==> config.mk <==
export PLATFORM = sky130hd
export DESIGN_NAME = rst_seq_ctrl
export DESIGN_NICKNAME = d
export VERILOG_FILES = /design/src/rtl/rst_seq_ctrl.sv
export SDC_FILE = /design/constraint.sdc
export NUM_CORES = 1
export LEC_CHECK = 0
export ABC_CLOCK_PERIOD_IN_PS = 2300
export CAP_MARGIN = 20
export CORE_MARGIN = 2
export CORE_UTILIZATION = 50
export CTS_BUF_LIST = sky130_fd_sc_hd__clkbuf_4 sky130_fd_sc_hd__clkbuf_8
export DETAILED_ROUTE_END_ITERATION = 8
export GPL_TIMING_DRIVEN = 0
export PLACE_DENSITY = 0.74
export REMOVE_ABC_BUFFERS = 1
export SYNTH_ARGS = -nofsm -noshare
export SYNTH_HDL_FRONTEND = slang
export SYNTH_SLANG_ARGS = --single-unit
==> constraint.sdc <==
create_clock -name clk -period 2.3 [get_ports clk]
set_input_delay 0.345 -clock clk [delete_from_list [all_inputs] [get_ports clk]]
set_output_delay 0.345 -clock clk [all_outputs]
set_load 0.02 [all_outputs]
==> src/rtl/rst_seq_ctrl.sv <==
// ============================================================================
// Module : rst_seq_ctrl
// Brief  : Board reset/clock bring-up sequencer: PLL reset, lock wait with
//          timeout/retry, ordered peripheral then CPU reset release.
//          Optional watchdog built when RST_SEQ_WDT_EN is defined.
// Rev    : 1.0 - initial release
// ============================================================================
`default_nettype none

module rst_seq_ctrl #(
    parameter int PLL_RST_CYCLES  = 16,
    parameter int LOCK_TIMEOUT    = 65535,
    parameter int PERIPH_DELAY    = 255,
    parameter int CPU_DELAY       = 255,
    parameter int DEBOUNCE_CYCLES = 1000000,
    parameter int WDT_CYCLES      = 1048575,
    parameter int CNT_W           = 20
) (
    input  logic       clk,
    input  logic       reset_n,
    input  logic       pll_locked,
    input  logic       btn,
    output logic       pll_rst,
    output logic       periph_rst,
    output logic       cpu_rst,
    output logic [2:0] state_o,
    output logic [3:0] fail_cnt,
    input  logic       wdt_kick,
    output logic       wdt_fired
);

    localparam logic [2:0] c_st_pll_rst     = 3'd0;
    localparam logic [2:0] c_st_wait_lock   = 3'd1;
    localparam logic [2:0] c_st_periph_wait = 3'd2;
    localparam logic [2:0] c_st_cpu_wait    = 3'd3;
    localparam logic [2:0] c_st_run         = 3'd4;

    localparam logic [CNT_W-1:0] c_pll_last  = CNT_W'(PLL_RST_CYCLES - 1);
    localparam logic [CNT_W-1:0] c_lock_last = CNT_W'(LOCK_TIMEOUT - 1);
    localparam logic [CNT_W-1:0] c_per_last  = CNT_W'(PERIPH_DELAY - 1);
    localparam logic [CNT_W-1:0] c_cpu_last  = CNT_W'(CPU_DELAY - 1);
    localparam logic [CNT_W-1:0] c_db_last   = CNT_W'(DEBOUNCE_CYCLES - 1);
    localparam logic [CNT_W-1:0] c_wdt_last  = CNT_W'(WDT_CYCLES - 1);

    logic             r_lock_meta, r_lock_s;
    logic             r_btn_meta, r_btn_s;
    logic             r_btn_db;
    logic [CNT_W-1:0] r_db_cnt;
    logic [CNT_W-1:0] w_db_inc;
    logic [2:0]       r_state, w_next_state;
    logic [CNT_W-1:0] r_cnt;
    logic             w_hold, w_timeout, w_wdt_expire, w_wdt_take;
    logic             r_pll_rst, r_periph_rst, r_cpu_rst, r_wdt_fired;
    logic             w_pll_rst_nx, w_periph_rst_nx, w_cpu_rst_nx;
    logic [3:0]       r_fail_cnt;

    always_ff @(posedge clk or negedge reset_n) begin
        if (!reset_n) begin
            r_lock_meta <= 1'b0;
            r_lock_s    <= 1'b0;
            r_btn_meta  <= 1'b0;
            r_btn_s     <= 1'b0;
        end else begin
            r_lock_meta <= pll_locked;
            r_lock_s    <= r_lock_meta;
            r_btn_meta  <= btn;
            r_btn_s     <= r_btn_meta;
        end
    end

    // Counter runs only while the synchronised button disagrees with the accepted level
    assign w_db_inc = r_db_cnt + CNT_W'(1);

    always_ff @(posedge clk or negedge reset_n) begin
        if (!reset_n) begin
            r_db_cnt <= '0;
            r_btn_db <= 1'b0;
        end else if (r_btn_s == r_btn_db) begin
            r_db_cnt <= '0;
        end else if (w_db_inc >= c_db_last) begin
            r_db_cnt <= '0;
            r_btn_db <= r_btn_s;
        end else begin
            r_db_cnt <= w_db_inc;
        end
    end

`ifdef RST_SEQ_WDT_EN
    logic [CNT_W-1:0] r_wdt_cnt;

    always_ff @(posedge clk or negedge reset_n) begin
        if (!reset_n) begin
            r_wdt_cnt <= '0;
        end else if (r_state == c_st_run && w_next_state == c_st_run && !wdt_kick) begin
            r_wdt_cnt <= r_wdt_cnt + CNT_W'(1);
        end else begin
            r_wdt_cnt <= '0;
        end
    end

    assign w_wdt_expire = (r_state == c_st_run) && !wdt_kick && (r_wdt_cnt == c_wdt_last);
`else
    logic w_unused_wdt;
    assign w_unused_wdt = wdt_kick | (|c_wdt_last);
    assign w_wdt_expire = 1'b0;
`endif

    always_ff @(posedge clk or negedge reset_n) begin
        if (!reset_n) begin
            r_state      <= c_st_pll_rst;
            r_cnt        <= '0;
            r_pll_rst    <= 1'b1;
            r_periph_rst <= 1'b1;
            r_cpu_rst    <= 1'b1;
            r_wdt_fired  <= 1'b0;
            r_fail_cnt   <= 4'd0;
        end else begin
            r_state      <= w_next_state;
            r_pll_rst    <= w_pll_rst_nx;
            r_periph_rst <= w_periph_rst_nx;
            r_cpu_rst    <= w_cpu_rst_nx;
            r_wdt_fired  <= w_wdt_take;
            if (w_next_state != r_state || w_hold) begin
                r_cnt <= '0;
            end else if (r_state != c_st_run) begin
                r_cnt <= r_cnt + CNT_W'(1);
            end
            if (w_timeout && r_fail_cnt != 4'hF) begin
                r_fail_cnt <= r_fail_cnt + 4'd1;
            end
        end
    end

    // Lock loss beats the button, which beats any counter expiry
    always_comb begin
        w_next_state = r_state;
        w_hold       = 1'b0;
        w_timeout    = 1'b0;
        w_wdt_take   = 1'b0;
        case (r_state)
            c_st_pll_rst: begin
                if (r_cnt == c_pll_last) w_next_state = c_st_wait_lock;
            end
            c_st_wait_lock: begin
                if (r_lock_s) begin
                    w_next_state = c_st_periph_wait;
                end else if (r_cnt == c_lock_last) begin
                    w_next_state = c_st_pll_rst;
                    w_timeout    = 1'b1;
                end
            end
            c_st_periph_wait, c_st_cpu_wait, c_st_run: begin
                if (!r_lock_s) begin
                    w_next_state = c_st_pll_rst;
                end else if (r_btn_db) begin
                    w_next_state = c_st_periph_wait;
                    w_hold       = 1'b1;
                end else if (r_state == c_st_periph_wait) begin
                    if (r_cnt == c_per_last) w_next_state = c_st_cpu_wait;
                end else if (r_state == c_st_cpu_wait) begin
                    if (r_cnt == c_cpu_last) w_next_state = c_st_run;
                end else if (w_wdt_expire) begin
                    w_next_state = c_st_cpu_wait;
                    w_wdt_take   = 1'b1;
                end
            end
            default: w_next_state = c_st_pll_rst;
        endcase
    end

    always_comb begin
        w_pll_rst_nx    = 1'b1;
        w_periph_rst_nx = 1'b1;
        w_cpu_rst_nx    = 1'b1;
        case (w_next_state)
            c_st_wait_lock, c_st_periph_wait: w_pll_rst_nx = 1'b0;
            c_st_cpu_wait: begin
                w_pll_rst_nx    = 1'b0;
                w_periph_rst_nx = 1'b0;
            end
            c_st_run: begin
                w_pll_rst_nx    = 1'b0;
                w_periph_rst_nx = 1'b0;
                w_cpu_rst_nx    = 1'b0;
            end
            default: ;
        endcase
    end

    assign pll_rst    = r_pll_rst;
    assign periph_rst = r_periph_rst;
    assign cpu_rst    = r_cpu_rst;
    assign state_o    = r_state;
    assign fail_cnt   = r_fail_cnt;
    assign wdt_fired  = r_wdt_fired;

endmodule

`default_nettype wire

==> results of run 1 <==
logic make-up (layout without fill, tap and decap cells):
logic type,after synthesis,count (layout)
AND/OR/NAND/NOR,143,143
flip-flops,55,55
XOR/XNOR,44,44
AO/OA/AOI/OAI,26,26
buffers and inverters,26,47
adder cells (fa/ha/maj),5,5
multiplexers,2,2
other,1,1
power breakdown:
part	internal (uW)	switching (uW)	leakage, uW
sequential	1050	106	0.000730
combinational	217	257	0.000637
clock	359	329	0.0000618
total	1630	691	0.00143
cell type report:
class | instances | area, um2
multi-input combinational | 221 | 1620
clock inverter | 2 | 38.8
tap | 75 | 93.8
sequential | 55 | 1390
inverter | 11 | 41.3
clock buffer | 6 | 82.6
fill | 463 | 2350
timing repair buffer | 28 | 278
timing repair:
| item | CTS | global route |
|---|---|---|
| setup endpoints to repair | 39 | 41 |
| buffers inserted | 6 | 6 |
| hold buffers | 0 | 0 |
| pin swaps | 1 | 7 |
| resized for setup | 6 | 23 |
state kept, by name (all words and copies together) (netlist names), 3 cells and up:
name,count
fail_cnt,4
r_db_cnt,20
state_o,3
r_cnt,20
routing by layer:
metal	track usage [%]	vias up	share of wire, %	routed length (um)
met2	28.3	54	46	2680
met5	0	-	0	0
met3	3.96	12	3.8	224
li1	-	1082	-	-
met1	26.4	1077	48	2830
met4	7.83	0	2.0	117
per-stage QoR:
step                power (uW)  setup TNS (ns)  std cells  utilization, %
detailed placement        1590          -16.98        378            54.2
global placement          1540          -65.50        375            53.4
finish                    2320               0        398            60.1
CTS                       2330               0        392            57.7
global route              2440          -0.124        398            60.1
floorplan                 1410           -7.39        287               -
placed cells by master (no fill, tap or decap), types with 2 or more instances in the layout:
cell type	netlist	final
and4_1	2	2
o32a_1	2	2
inv_1	11	11
buf_6	3	2
xnor2_1	28	26
and3_1	4	4
dfrtp_2	0	5
or4_1	4	3
nand2_1	18	17
a31oi_1	3	3
nor3_1	16	8
nand2_2	1	2
xor2_1	16	16
clkdlybuf4s50_1	0	12
clkbuf_8	0	6
nor3b_1	2	2
nor2_1	39	38
nand4_1	12	12
a21oi_1	4	4
xnor2_2	0	2
nand3_1	14	14
dfstp_2	3	3
o21ai_0	4	4
buf_4	3	10
nor3_2	12	17
a21oi_2	2	2
buf_12	1	2
dfrtp_1	52	47
nor3_4	0	3
nor2_2	3	3
and4b_1	2	2
ha_1	5	4
worst paths after layout:
path                                     to
max in group asynchronous       r_db_cnt[7]
min in group clk                    r_btn_s
worst min-delay path               r_cnt[3]
worst min register to register      r_btn_s
worst max-delay path               r_btn_db
worst max register to register     r_btn_db
worst max-delay path: stages (launching register included):
cell,delay [ns]
dfrtp_1,0.42
ha_4,0.19
nand4_4,0.14
nor3_2,0.07
and3_4,0.18
o32a_1,0.30
o31a_1,0.32
o21a_4,0.24
mux2_4,0.29
==> out/metrics.yaml, run 1 <==
drtIter0Drc: 180
grt_max_degree: 34
vias_per_cell: 5.59
rsz0062_at_grt: "yes"
drt-total-wl_um: 5850
synth_sequential_area_ratio_pct: 45.6
finalHoldViolations: 5
io_pins: 16
cp_max_fo: 7
post-synth-top-area-cell: "dfrtp_1"
post-route-period-util_pct: 98.0
worstHoldPathType: "in2async"
rows: 28
synth_most_common_cell: "dfrtp_1"
critPathLaunch: "r_db_cnt[1]"
synth_seq_cells: 55
clock-skew-final_ns: 0.0115
clock_sinks: 55
antenna_left: 0
tightest_slew_ns: 0.811
layout_min_cycle_time_ns: 2.25
fin_hold_ws_ns: -0.00215
route.detailed.drc: 0
die_h_um: 81.8
relSlewSlack_pct: 45.7
place_area_um2: 3190
slew_violations: 0
violations: "negative hold slack"
nNetsFinal: 332
design.die.area_um2: 6690
worstPathArrival_ns: 2.47
grt_pass1_vias: 2089
die-width_um: 81.8
place_ws_ns: -0.652
path_class: "reg2reg"
area_growth_pct: 16.8
drive_gt1_share_pct: 23.2
synth_common_cells: "dfrtp_1 (52), nor2_1 (39), xnor2_1 (28), nand2_1 (18)"
muxShareOfSynthArea_pct: 0.868
start_kind: "flop"
netlist_area_um2: 3030
async_flop_share_pct: 100
p_leak_uw: 0.00143
synth_top_family_by_area: "simple AND/OR/NAND/NOR gates"
synth_edf_count: 0
portBuffers: 13
grt_pass1_wl_um: 9670
cts_root_buf: "clkbuf_8"
peakVddDrop_uv: 380
path_clk_slew_ns: 0.10
synth-xor-area-share_pct: 12.7
grtUsageTotal_pct: 18.8
grt-ovfl-total: 0
fmax_mhz: 444
via_count: 2225
grt_antenna_before_repair: 0
cts_max_level: 2
fin_ws_ns: 0.0456
numCtsBuffers: 5
ys_warn_count: 0
yosys.area.top_type_share_pct: 43.0
gp_congestion: 0.823
setup_viol: 0
synth_area_leaders: "dfrtp_1 (43%), xnor2_1 (8.1%), nor2_1 (4.8%), xor2_1 (4.6%), nor3_2 (4.0%)"
cts_buffer_depth: 2
ys_types: 56
wl_per_cell_um: 14.7
critPathRequiredTime_ns: 2.51
insertion_delay_ns: 0.32
max-cap-violations: 0
synthSimpleGateAreaFrac_pct: 27.4
status: "complete, but fails checks"
synth_fa_ha_area_share_pct: 2.07
ff2ff_setup_slack_ns: 0.05
syn_inst: 302
finalInstanceArea_um2: 3540
cts_tree: "built"
r2r_start: "r_db_cnt[1]"
drtPass1Iterations: 4
post-dp-hpwl_um: 3700
syn_avg_cell_area_um2: 10.0
placeableCoreArea_um2: 5890
synth_compound_area_share_pct: 6.20
num_antenna_cells: 0
initial_core_util_pct: 51.4
p_per_area_nw_per_um2: 656
worstRegToRegCells: 8
synthFlopType: "dfrtp_1"
end_kind: "flop"
Note: power is estimated with default switching activity, not from simulation.
==> run 2: changes to the inputs <==
--- a/config.mk
+++ b/config.mk
@@ -5,14 +5,15 @@
 export SDC_FILE = /design/constraint.sdc
 export NUM_CORES = 1
 export LEC_CHECK = 0
-export ABC_CLOCK_PERIOD_IN_PS = 2300
+export ABC_CLOCK_PERIOD_IN_PS = 2810
 export CAP_MARGIN = 20
 export CORE_MARGIN = 2
 export CORE_UTILIZATION = 50
 export CTS_BUF_LIST = sky130_fd_sc_hd__clkbuf_4 sky130_fd_sc_hd__clkbuf_8
+export CTS_CLUSTER_DIAMETER = 120
 export DETAILED_ROUTE_END_ITERATION = 8
 export GPL_TIMING_DRIVEN = 0
-export PLACE_DENSITY = 0.74
+export PLACE_DENSITY = 0.71
 export REMOVE_ABC_BUFFERS = 1
 export SYNTH_ARGS = -nofsm -noshare
 export SYNTH_HDL_FRONTEND = slang
==> constraint.sdc (replaced) <==
create_clock -name clk -period 2.81 [get_ports clk]
set_input_delay 0.4215 -clock clk [delete_from_list [all_inputs] [get_ports clk]]
set_output_delay 0.4215 -clock clk [all_outputs]
set_load 0.02 [all_outputs]
==> run 2 against run 1 <==
The flow now finishes without violations. Wire length fell by 5.7%. Register-to-register slack gained 0.16 ns. Combinational power down 26%. Power is 22% lower. Final cell count is 3.3% lower. Fmax shrank 13%. Clock skew decreased by 0.0028 ns. Sequential share of layout area is 2.5 points higher. First-iteration DRC count down 5.0%. Global-route usage fell by 0.55 points. Critical path type unchanged. Critical endpoint unchanged. Largest power group unchanged.
==> out/metrics.yaml, run 2 (synthesized netlist as in run 1, its figures left out) <==
status: "finished clean"
grt-ovfl-total: 0  # unchanged
slew_violations: 0  # unchanged
rsz0062_at_grt: "no"
io_pins: 16  # unchanged
grt_max_degree: 32  # -5.9%
drtPass1Iterations: 4  # unchanged
cts_hold_buf: 0  # unchanged
tightest_slew_ns: 0.596  # -0.214 ns
multi_input_area_um2: 1520  # -5.8%
p_sw_share_pct: 29.9  # +0.090 points
portBuffers: 13  # unchanged
rows: 28  # unchanged
start_kind: "flop"
p_per_area_nw_per_um2: 547  # -17%
nNetsFinal: 320  # -3.6%
peakVddDrop_uv: 286  # -25%
drive_gt1_share_pct: 14.2  # -9.0 points
stdcell_count: 385  # -3.3%
power_uw: 1810  # -22%
route.detailed.drc: 0  # unchanged
insertion_delay_ns: 0.31  # about the same
fillCellCount: 522  # +13%
placeableCoreArea_um2: 5890  # unchanged
wl_per_cell_um: 14.3  # -2.6%
cp_max_fo: 19  # +12
fmax_mhz: 384  # -13%
relSlewSlack_pct: 60.1  # +14 points
cts_setup_buffers: 0  # -6
post-route-period-util_pct: 92.6  # -5.4 points
via_count: 2148  # -3.5%
fin_tns_setup_ns: 0  # unchanged
drt-total-wl_um: 5510  # -5.7%
design.die.area_um2: 6690  # unchanged
die-width_um: 81.8  # unchanged
worstPathArrival_ns: 2.80  # +0.33 ns
path_class: "reg2reg"
p_comb_share_pct: 19.3  # -1.1 points
post-dp-hpwl_um: 3760  # +1.5%
vias_per_cell: 5.58  # -0.20%
seqPwrFrac_pct: 52.1  # +2.2 points
path_clk_slew_ns: 0.10  # about the same
grt_pass1_wl_um: 9500  # -1.7%
grt_pass1_vias: 1995  # -4.5%
cts_buffer_depth: 2  # unchanged
clock_sinks: 55  # unchanged
worstHoldPathType: "in2async"
drtIter0Drc: 171  # -5.0%
setup_viol: 0  # unchanged
clock-skew-final_ns: 0.00875  # -0.00278 ns
place_inst: 378  # unchanged
critPathRequiredTime_ns: 3.01  # +0.50 ns
die_h_um: 81.8  # unchanged
finalHoldViolations: 0  # -5
p_leak_uw: 0.00133  # -6.8%
end_kind: "flop"
final-seq-area_um2: 1380  # -0.45%
p_clk_share_pct: 28.6  # -1.0 points
antenna_left: 0  # unchanged
initial_core_util_pct: 51.4  # unchanged
final_common_cell: "dfrtp_1"
final_cell_mix: "dfrtp_1 (52), nor2_1 (39), xnor2_1 (27), nand2_1 (18)"
p_int_uw: 1270  # -22%
area_growth_pct: 9.38
p_sw_uw: 542  # -22%
grt_antenna_before_repair: 0  # unchanged
grtUsageTotal_pct: 18.3  # -0.55 points
cts_max_level: 2  # unchanged
cts_root_buf: "clkbuf_8"
layout_min_cycle_time_ns: 2.60  # +0.347 ns
cts_tree: "built"
max-cap-violations: 0  # unchanged
gp_congestion: 0.762  # -7.4%
numCtsBuffers: 5  # unchanged
num_antenna_cells: 0  # unchanged
[run 2: cell types whose count changed in the layout (fill, tap and decap cells not counted), moves of 2 or more]
| cell | before | now |
|---|---|---|
| dfrtp_1 | 47 | 52 |
| nor3_4 | 3 | 0 |
| buf_6 | 2 | 0 |
| nor3_1 | 8 | 16 |
| dfrtp_2 | 5 | 0 |
| nor3_2 | 17 | 12 |
| buf_4 | 10 | 1 |
[run 2: power by group through the flow]
stage          combinational, uW  clock [uW]  sequential, uW
4_1_cts                      345         531             941
5_1_grt                      394         562             955
3_5_place_dp                 336           0             956
6_report                     350         518             943
3_3_place_gp                 311           0             953
2_1_floorplan                202           0             956
[run 2: cell type report]
class	instances	share of cell area (%)
Sequential cell	55	41.7
Inverter	11	1.25
Clock inverter	2	1.13
Timing Repair Buffer	16	5.06
Clock buffer	5	2.08
Multi-Input combinational cell	221	46.0
Tap cell	75	2.83
[run 2: worst max-delay path: stages (launching register included)]
cell and delay (ns):
dfrtp_1 0.44, ha_1 0.28, nand4_4 0.18, a311o_2 0.34, a41o_1 0.21, a21oi_2 0.19, o31a_1 0.18, o21a_4 0.33
mux2_4 0.33
[run 2: through the flow]
step                      hold WS (ns)  utilization (%)  instance area (um2)  setup WS (ns)
final                           0.0984             56.3                 3310          0.208
after global routing             0.136             56.3                 3310         0.0659
after CTS                        0.112             56.0                 3300          0.102
after detailed placement         0.339             54.1                 3190         -0.161
after global placement           0.337             53.4                 3140         -0.301
after floorplan                  0.126                -                 2920          0.188
[run 2: per-layer routing]
metal / GRT usage [%] / vias up / share of wire (%)
met2: 28.3 / 27 / 47
met3: 3.30 / 5 / 2.1
li1: - / 1061 / -
met1: 26.8 / 1055 / 50
met5: 0 / - / 0
met4: 4.00 / 0 / 0.69
[run 2: final timing paths]
check                                 start         to  slack (ns)  depth (start not counted)
worst max register to register  r_db_cnt[0]   r_btn_db        0.21                          8
worst max-delay path            r_db_cnt[0]   r_btn_db        0.21                          8
max in group asynchronous           reset_n    cpu_rst        2.07                          2
worst min-delay path                reset_n  r_cnt[12]         0.1                          1
worst min register to register   r_btn_meta    r_btn_s        0.36                          0
min in group clk                 r_btn_meta    r_btn_s        0.36                          0
[run 2: repair_timing]
action	in CTS	in global routing
setup endpoints to repair	10	10
cloned	0	0
resized for setup	2	2
hold endpoints to repair	0	0
